## config.mk

```make
export PLATFORM = sky130hd
export DESIGN_NAME = ram_slot_arbiter
export DESIGN_NICKNAME = d
export VERILOG_FILES = /design/src/rtl/ram_arb_pkg.sv /design/src/rtl/phi2_edge_sync.sv /design/src/rtl/ram_slot_arbiter.sv
export SDC_FILE = /design/constraint.sdc
export NUM_CORES = 1
export LEC_CHECK = 0
export CORE_UTILIZATION = 41
export CTS_CLUSTER_DIAMETER = 100
export DETAILED_ROUTE_END_ITERATION = 8
export PLACE_DENSITY = 0.88
export SKIP_CTS_REPAIR_TIMING = 1
export SLEW_MARGIN = 20
export SYNTH_ARGS = -nofsm -noshare
export SYNTH_HDL_FRONTEND = slang
export SYNTH_HIERARCHICAL = 1
export SYNTH_SLANG_ARGS = --single-unit
```

## constraint.sdc

```tcl
create_clock -name C8M -period 2.2 [get_ports C8M]
set_clock_uncertainty 0.2 [all_clocks]
set_input_delay 0.44 -clock C8M [delete_from_list [all_inputs] [get_ports C8M]]
set_output_delay 0.44 -clock C8M [all_outputs]
set_load 0.01 [all_outputs]
```

## src/rtl/ram_arb_pkg.sv

```systemverilog
// Shared types and default sizing for the RAM slot arbiter.
// Grant encoding and slot timing defaults live here so the top and bench agree.
package ram_arb_pkg;

  localparam int AW_DEFAULT           = 24;
  localparam int DW_DEFAULT           = 8;
  localparam int SLOT_LEN_DEFAULT     = 8;
  localparam int CAP_CYC_DEFAULT      = 5;
  localparam int STARVE_LIMIT_DEFAULT = 16;

  typedef enum logic [1:0] {
    G_NONE = 2'd0,
    G_CPU  = 2'd1,
    G_DMA  = 2'd2
  } grant_t;

endpackage

```

## src/rtl/phi2_edge_sync.sv

```systemverilog
// Brings the asynchronous PHI2 into the C8M domain and emits one-cycle
// rise/fall pulses. The first two flops synchronize; the third is edge history.
module phi2_edge_sync (
  input  logic clk_i,
  input  logic rst_i,
  input  logic phi2_i,
  output logic rise_o,
  output logic fall_o
);

  logic meta_q, sync_q, prev_q;

  always_ff @(posedge clk_i) begin
    if (rst_i) begin
      meta_q <= 1'b0;
      sync_q <= 1'b0;
      prev_q <= 1'b0;
    end else begin
      meta_q <= phi2_i;
      sync_q <= meta_q;
      prev_q <= sync_q;
    end
  end

  assign rise_o = sync_q & ~prev_q;
  assign fall_o = ~sync_q & prev_q;

endmodule

```

## src/rtl/ram_slot_arbiter.sv

```systemverilog
// Shares the single per-PHI2 SDRAM slot between the CPU bus (always wins)
// and a DMA port using idle slots via REQ/ACK, with a sticky starvation flag.
module ram_slot_arbiter
  import ram_arb_pkg::*;
#(
  parameter int AW           = AW_DEFAULT,
  parameter int DW           = DW_DEFAULT,
  parameter int SLOT_LEN     = SLOT_LEN_DEFAULT,
  parameter int CAP_CYC      = CAP_CYC_DEFAULT,
  parameter int STARVE_LIMIT = STARVE_LIMIT_DEFAULT
) (
  input  logic          C8M,
  input  logic          RESET,
  input  logic          PHI2,
  input  logic          CPU_SEL,
  input  logic          CPU_WE,
  input  logic [AW-1:0] CPU_A,
  input  logic [DW-1:0] CPU_WRD,
  input  logic          DMA_REQ,
  input  logic          DMA_WE,
  input  logic [AW-1:0] DMA_A,
  input  logic [DW-1:0] DMA_WRD,
  output logic          DMA_ACK,
  output logic [DW-1:0] DMA_RDD,
  output logic          DMA_STARVED,
  output logic          RDCMD,
  output logic          WRCMD,
  output logic [AW-1:0] A,
  output logic [DW-1:0] WRD,
  input  logic [DW-1:0] RDD
);

  localparam int SCW = $clog2(SLOT_LEN);
  localparam int WCW = $clog2(STARVE_LIMIT + 1);

  logic phi2_rise, phi2_fall;

  phi2_edge_sync u_sync (
    .clk_i  (C8M),
    .rst_i  (RESET),
    .phi2_i (PHI2),
    .rise_o (phi2_rise),
    .fall_o (phi2_fall)
  );

  grant_t         grant_q, grant_d;
  logic           busy_q, busy_d;
  logic           inflight_q, inflight_d;
  logic           dma_wr_q, dma_wr_d;
  logic [SCW-1:0] sc_q, sc_d;
  logic [WCW-1:0] wait_q, wait_d;
  logic           starved_q, starved_d;
  logic           rdcmd_q, rdcmd_d;
  logic           wrcmd_q, wrcmd_d;
  logic [AW-1:0]  a_q, a_d;
  logic           ack_q, ack_d;
  logic [DW-1:0]  rdd_q, rdd_d;
  logic           capture;

  always_comb begin
    grant_d    = grant_q;
    busy_d     = busy_q;
    inflight_d = inflight_q;
    dma_wr_d   = dma_wr_q;
    sc_d       = sc_q;
    wait_d     = wait_q;
    starved_d  = starved_q;
    rdcmd_d    = rdcmd_q;
    wrcmd_d    = wrcmd_q;
    a_d        = a_q;
    ack_d      = 1'b0;
    rdd_d      = rdd_q;

    capture = inflight_q && (sc_q == SCW'(CAP_CYC));
    if (capture) begin
      ack_d      = 1'b1;
      inflight_d = 1'b0;
      busy_d     = 1'b0;
      if (!dma_wr_q) rdd_d = RDD;
    end

    if (phi2_rise) begin
      if (CPU_SEL) begin
        grant_d = G_CPU;
        a_d     = CPU_A;
        wrcmd_d = CPU_WE;
        rdcmd_d = !CPU_WE;
        // A pending, grantable DMA request that lost to the CPU counts as a miss
        if (DMA_REQ && !busy_q) begin
          if (wait_q < WCW'(STARVE_LIMIT)) wait_d = wait_q + WCW'(1);
          if (wait_d == WCW'(STARVE_LIMIT)) starved_d = 1'b1;
        end
      end else if (DMA_REQ && !busy_q) begin
        grant_d   = G_DMA;
        a_d       = DMA_A;
        wrcmd_d   = DMA_WE;
        rdcmd_d   = !DMA_WE;
        busy_d    = 1'b1;
        dma_wr_d  = DMA_WE;
        wait_d    = '0;
        starved_d = 1'b0;
      end else begin
        grant_d = G_NONE;
        rdcmd_d = 1'b0;
        wrcmd_d = 1'b0;
      end
      if (!DMA_REQ) wait_d = '0;
    end

    // Every PHI2 fall (even an early one) restarts the slot timeline
    if (phi2_fall) begin
      sc_d       = SCW'(1);
      inflight_d = (grant_q == G_DMA);
    end else if (sc_q != '0) begin
      sc_d = (sc_q == SCW'(SLOT_LEN - 1)) ? '0 : sc_q + SCW'(1);
    end
  end

  always_ff @(posedge C8M) begin
    if (RESET) begin
      grant_q    <= G_NONE;
      busy_q     <= 1'b0;
      inflight_q <= 1'b0;
      dma_wr_q   <= 1'b0;
      sc_q       <= '0;
      wait_q     <= '0;
      starved_q  <= 1'b0;
      rdcmd_q    <= 1'b0;
      wrcmd_q    <= 1'b0;
      a_q        <= '0;
      ack_q      <= 1'b0;
      rdd_q      <= '0;
    end else begin
      grant_q    <= grant_d;
      busy_q     <= busy_d;
      inflight_q <= inflight_d;
      dma_wr_q   <= dma_wr_d;
      sc_q       <= sc_d;
      wait_q     <= wait_d;
      starved_q  <= starved_d;
      rdcmd_q    <= rdcmd_d;
      wrcmd_q    <= wrcmd_d;
      a_q        <= a_d;
      ack_q      <= ack_d;
      rdd_q      <= rdd_d;
    end
  end

  // WRD stays combinational: the RAM controller latches it at PHI2 fall
  assign WRD         = (grant_q == G_CPU) ? CPU_WRD : DMA_WRD;
  assign RDCMD       = rdcmd_q;
  assign WRCMD       = wrcmd_q;
  assign A           = a_q;
  assign DMA_ACK     = ack_q;
  assign DMA_RDD     = rdd_q;
  assign DMA_STARVED = starved_q;

endmodule

```

==> impl_metrics.toml, run 1 <==
[outcome]
status = "finished, final reports clean"

[setup_path]
cp.required_ns = 1.56
timing.rr.end = "A[13]$_SDFFE_PP0P_"
reg2reg_depth = 3
crit_path_start_kind = "flip-flop"
crit_path_end_kind = "output port"
r2r_slack_ns = 0.36
r2r-start = "busy_q$_SDFF_PP0_"
path_class = "flip-flop to output port"
critPathArrivalTime_ns = 1.51
cp_max_fo = 7

[cells_and_area]
area_growth_pct = 52.9
num-fill-cells = 500
nNetsFinal = 490
final_area_um2 = 4040
layout-drive-gt1-share_pct = 15.5
register_area_um2 = 1040
layoutNonFillerInstCount = 482
num_antenna_cells = 0
multi_input_area_um2 = 1360

[power]
seqPwrFrac_pct = 49.6
switching_share_pct = 25.3
power.density_nw_per_um2 = 499
leakagePower_nw = 1.45
ir_drop_v = 0.000431
power_frac_comb_pct = 22.1
clkPwrFrac_pct = 28.3
p_switching_w = 0.000511
intPower_w = 0.00151

[detailed_routing]
wl_um = 7230
met2WireLength_um = 3630
wire_per_inst_um = 15.0
dr.first_iter.drc_count = 82
drcViolationCount = 0
vias_per_cell = 5.31
m1WireLength_um = 3050
routed-via-count = 2558
drt_first_pass_iters = 4
antenna_left = 0
highest_layer = "met4"
wl_met3_um = 405

[clock_tree]
cts_htree_levels = 2
cts_tree = "built"
clk_pin_slew_worst_paths_ns = 0.09
cts_buffers = 5
ctsLongestPathBuffers = 2
cts_root_buffer = "clkbuf_8"
insertion_delay_ns = 0.30
clock-sinks = 52

[yosys]
yosys-top-cells-area = "dfxtp_1, a211oi_1, mux2_2"
synth_fp_nets = 368
syn_area_um2 = 2640
ys_types = 41
synth_top_cell_by_area = "dfxtp_1"
synth_seq_area_share_pct = 39.4
avgSynthCellArea_um2 = 9.30
ys_warn_count = 6
synth_edf_count = 0
synthCells = 284
synth.most_common_cell = "dfxtp_1"
ys_ff_latch = 52
synth-main-ff-cell = "dfxtp_1"
synth_top_area_share_pct = 39.4
synthTopCellsByCount = "dfxtp_1, a211oi_1, inv_1, mux2_2, nand2_1"
async_reset_ff_share_pct = 0

[worst_hold_path]
whs_path_depth = 1
min_to = "u_sync/sync_q$_SDFF_PP0_"
hold_path.startpoint = "u_sync/meta_q$_SDFF_PP0_"
worstHoldPathType = "flip-flop to flip-flop"

[global_routing]
grt_usage_pct = 21.3
grt_overflow = 0
grt_first_pass_wirelength_um = 11100
grt_pass1_vias = 2366
antenna_found_initial = 0
grt_max_degree = 38

[timing]
fin_crit_sh_pct = 97.8
fmax_mhz = 465
worstMarginPinSlew_ns = 0.972
min_period_ns = 2.15
final-setup-viol-count = 0
drv_slew = 0
whs_ns = 0.258
relSlewSlack_pct = 35.2
timing.final.ws_setup_ns = 0.0491
hold_violations = 0

[die]
fp.dieArea_um2 = 6770
initial_core_util_pct = 43.6
die_w_um = 82.3
die_h_um = 82.3
num_io_pins = 123
rows = 28
coreArea_um2 = 6060

[placed_design]
dp.cells = 471
dp_hpwl_um = 5390
gp_congestion = 0.849
place_area_um2 = 3920
numPortBuffers = 122
pre_cts_ws_ns = -0.146

[job]
drv_cap = 0
how the worst max path moves through the flow:
stage	slack (ns)	cells after the start	endpoint	startpoint
global placement	-0.07	4	A[16]$_SDFFE_PP0P_	DMA_REQ
finish	0.05	5	WRD[0]	grant_q[0]$_SDFFE_PP0P_
floorplan	0.59	3	WRD[0]	grant_q[0]$_SDFFE_PP0P_
detailed placement	-0.15	4	A[14]$_SDFFE_PP0P_	DMA_REQ
CTS	-0.30	4	WRD[0]	grant_q[0]$_SDFFE_PP0P_
global route	-0.004	5	WRD[0]	grant_q[0]$_SDFFE_PP0P_
layout by cell type (no fill, tap or decap), drive strengths merged, types with 4 or more instances in the layout:
master and instances:
clkdlybuf4s50 113, dfxtp 52, a211oi 49, mux2 32, inv 30, nand2 20
a21oi 19, buf 15, clkbuf 11, nor2b 7, nand2b 6, nor2 6
ha 5, nor3b 4, dlymetal6s2s 4
routing by layer:
layer / vias to the layer above / global-route usage, %
met5: - / 0
met3: 14 / 3.08
met1: 1204 / 26.4
met2: 81 / 37.7
met4: 0 / 7.19
li1: 1259 / -
cell type report:
cell class	instances	area share [%]
Clock buffer	7	2.14
Clock inverter	1	0.186
Inverter	31	2.88
Multi-Input combinational cell	180	33.8
Sequential cell	52	25.8
Tap cell	75	2.32
Timing Repair Buffer	136	32.9
stage by stage:
stage / setup TNS, ns / power, W / utilization (%)
4_1_cts: -2.35 / 0.00203 / 66.2
2_1_floorplan: 0 / 0.00122 / -
3_5_place_dp: -3.40 / 0.00147 / 64.7
5_1_grt: -0.00557 / 0.00210 / 66.6
3_3_place_gp: -1.74 / 0.00145 / 64.7
6_report: 0 / 0.00202 / 66.6
power by group through the flow:
| stage | sequential [W] | combinational, W | clock (W) |
|---|---|---|---|
| 6_report | 0.00100 | 0.000446 | 0.000570 |
| 3_5_place_dp | 0.00102 | 0.000449 | 0 |
| 3_3_place_gp | 0.00102 | 0.000434 | 0 |
| 5_1_grt | 0.00101 | 0.000483 | 0.000609 |
| 4_1_cts | 0.00100 | 0.000452 | 0.000576 |
| 2_1_floorplan | 0.00103 | 0.000197 | 0 |
registers in the layout, indices dropped and copies added (netlist names), 2 cells and up:
register,count
A,24
grant_q,2
DMA_RDD,8
sc_q,3
wait_q,5
logic make-up (layout without fill, tap and decap cells):
kind of cell / Yosys count / in the layout / share of synthesized area [%]
buffers and inverters: 52 / 175 / 9.24
multiplexers: 35 / 35 / 14.8
adder cells (fa/ha/maj): 5 / 5 / 2.37
AND/OR/NAND/NOR: 58 / 58 / 12.5
flip-flops: 52 / 52 / 39.4
AO/OA/AOI/OAI: 82 / 82 / 21.7
critical path, stage by stage, from the launching register on:
cell	delay [ns]
dfxtp_2	0.35
nor2b_4	0.14
buf_6	0.13
buf_4	0.12
mux2_2	0.34
clkbuf_2	0.13
Note: power is estimated with default switching activity, not from simulation.
==> run 2, diff against run 1 <==
--- a/config.mk
+++ b/config.mk
@@ -5,6 +5,8 @@
 export SDC_FILE = /design/constraint.sdc
 export NUM_CORES = 1
 export LEC_CHECK = 0
+export CAP_MARGIN = 10
+export CORE_ASPECT_RATIO = 0.9
 export CORE_UTILIZATION = 41
 export CTS_CLUSTER_DIAMETER = 100
 export DETAILED_ROUTE_END_ITERATION = 8
==> run 2 against run 1 <==
Power decreased by 0.15%. Critical path type unchanged. Combinational power increased by 1%. Register-to-register slack got worse by 0.07 ns. Critical path depth unchanged. Sequential power about the same. Core utilization decreased by 0.52 points. Setup slack improved by 0.0097 ns. Non-clock buffer count unchanged. Global-route usage increased by 0.16 points.
==> impl_metrics.toml, run 2 (synthesized netlist as in run 1, its figures left out) <==
[outcome]
status = "finished, final reports clean"

[clock_tree]
ctsLongestPathBuffers = 2
clock-sinks = 52
clk_pin_slew_worst_paths_ns = 0.09
cts_buffers = 5
cts_root_buffer = "clkbuf_8"
cts_tree = "built"
insertion_delay_ns = 0.30
cts_htree_levels = 2

[cells_and_area]
multi_input_area_um2 = 1360
fin_util_pct = 66.1
layout-drive-gt1-share_pct = 15.5
area_growth_pct = 54.7
layout_common_cells = "clkdlybuf4s50_1, dfxtp_1, a211oi_1"
nNetsFinal = 490
register_area_um2 = 1040
layout_commonest_cell = "clkdlybuf4s50_1"
largest_register_ffs = 24
num_antenna_cells = 0
num-fill-cells = 502

[setup_path]
r2r_slack_ns = 0.29
r2r-start = "busy_q$_SDFF_PP0_"
reg2reg_depth = 3
crit_path_end_kind = "output port"
cp_max_fo = 6
crit_path_start_kind = "flip-flop"
critPathArrivalTime_ns = 1.50
timing.rr.end = "A[12]$_SDFFE_PP0P_"
crit_chain = "nor2b_4 -> buf_6 -> buf_4 -> mux2_2 -> clkbuf_2"
slowest_stage = "dfxtp_2"
crit_path_max_incr_delay_ns = 0.34
cp.required_ns = 1.56
path_class = "flip-flop to output port"

[detailed_routing]
wl_um = 7210
drcViolationCount = 0
dr.first_iter.drc_count = 59
met2WireLength_um = 3560
antenna_left = 0
routed-via-count = 2520
wl_met3_um = 530
drt_first_pass_iters = 4
m1WireLength_um = 3010
vias_per_cell = 5.10
wire_per_inst_um = 14.6
highest_layer = "met4"

[timing]
finalSetupTns_ns = 0
worstMarginPinSlew_ns = 0.955
relSlewSlack_pct = 36.3
hold_violations = 0
fmax_mhz = 467
final-setup-viol-count = 0
fin_crit_sh_pct = 97.3
min_period_ns = 2.14
drv_slew = 0

[die]
die_w_um = 86.6
num_io_pins = 123
fp.dieArea_um2 = 6770
die_h_um = 78.1
initial_core_util_pct = 42.7
rows = 27
coreArea_um2 = 6180

[power]
power_frac_comb_pct = 22.4
p_switching_w = 0.000502
ir_drop_v = 0.000294
p_total_w = 0.00201
switching_share_pct = 24.9
intPower_w = 0.00151
seqPwrFrac_pct = 49.7
power.density_nw_per_um2 = 493
leakagePower_nw = 1.47
clkPwrFrac_pct = 27.9

[worst_hold_path]
worstHoldPathType = "flip-flop to flip-flop"
whs_path_depth = 1
min_to = "u_sync/sync_q$_SDFF_PP0_"
hold_path.startpoint = "u_sync/meta_q$_SDFF_PP0_"

[placed_design]
numPortBuffers = 122
gp_congestion = 0.821
dp_hpwl_um = 5460

[global_routing]
antenna_found_initial = 0
grt_pass1_vias = 2438
grt_max_degree = 29
grt_overflow = 0
grt_usage_pct = 21.5
grt_first_pass_wirelength_um = 11500

[job]
drv_cap = 0
run 2: changes by cell type in the layout (fill, tap and decap cells not counted):
cell / delta
buf_12: +2
buf_4: -2
dfxtp_2: +1
dlymetal6s2s_1: +1
dfxtp_1: -1
clkbuf_2: -1
run 2: critical path: cells and delay by family, from the launching register on:
kind	cells	cell delay (ns)
flops	1	0.34
mux	1	0.33
buf+inv	3	0.40
simple gates	1	0.13
run 2: power groups by stage:
| stage | sequential, W | combinational (W) | clock, W |
|---|---|---|---|
| 2_1_floorplan | 0.00103 | 0.000197 | 0 |
| 3_3_place_gp | 0.00102 | 0.000444 | 0 |
| 3_5_place_dp | 0.00102 | 0.000455 | 0 |
| 4_1_cts | 0.00100 | 0.000457 | 0.000572 |
| 5_1_grt | 0.00100 | 0.000493 | 0.000614 |
| 6_report | 0.00100 | 0.000451 | 0.000561 |
run 2: stage by stage:
| stage | hold slack, ns | instances | setup slack [ns] | instance area (um^2) |
|---|---|---|---|---|
| 2_1_floorplan | 0.214 | 284 | 0.589 | 2640 |
| 3_3_place_gp | 0.228 | 484 | -0.109 | 3970 |
| 3_5_place_dp | 0.239 | 484 | -0.170 | 3970 |
| 4_1_cts | 0.259 | 492 | -0.297 | 4060 |
| 5_1_grt | 0.277 | 494 | -0.0101 | 4090 |
| 6_report | 0.250 | 494 | 0.0588 | 4090 |
run 2: area by class of cell:
cell class                      instances  area share [%]
Clock buffer                            7            2.11
Clock inverter                          1           0.184
Inverter                               31            2.85
Multi-Input combinational cell        180            33.4
Sequential cell                        52            25.5
Tap cell                               87            2.66
Timing Repair Buffer                  136            33.3
run 2: worst max-delay path by stage:
stage / from / endpoint / slack (ns)
6_report: grant_q[0]$_SDFFE_PP0P_ / WRD[7] / 0.06
2_1_floorplan: grant_q[0]$_SDFFE_PP0P_ / WRD[0] / 0.59
4_1_cts: grant_q[0]$_SDFFE_PP0P_ / WRD[7] / -0.30
3_3_place_gp: CPU_WRD[6] / WRD[6] / -0.11
3_5_place_dp: DMA_REQ / A[12]$_SDFFE_PP0P_ / -0.17
5_1_grt: grant_q[0]$_SDFFE_PP0P_ / WRD[7] / -0.01
run 2: layer usage:
layer,global-route usage [%],vias to the layer above
li1,-,1254
met1,24.6,1163
met2,39.4,94
met3,5.47,9
met4,5.67,0
met5,0,-
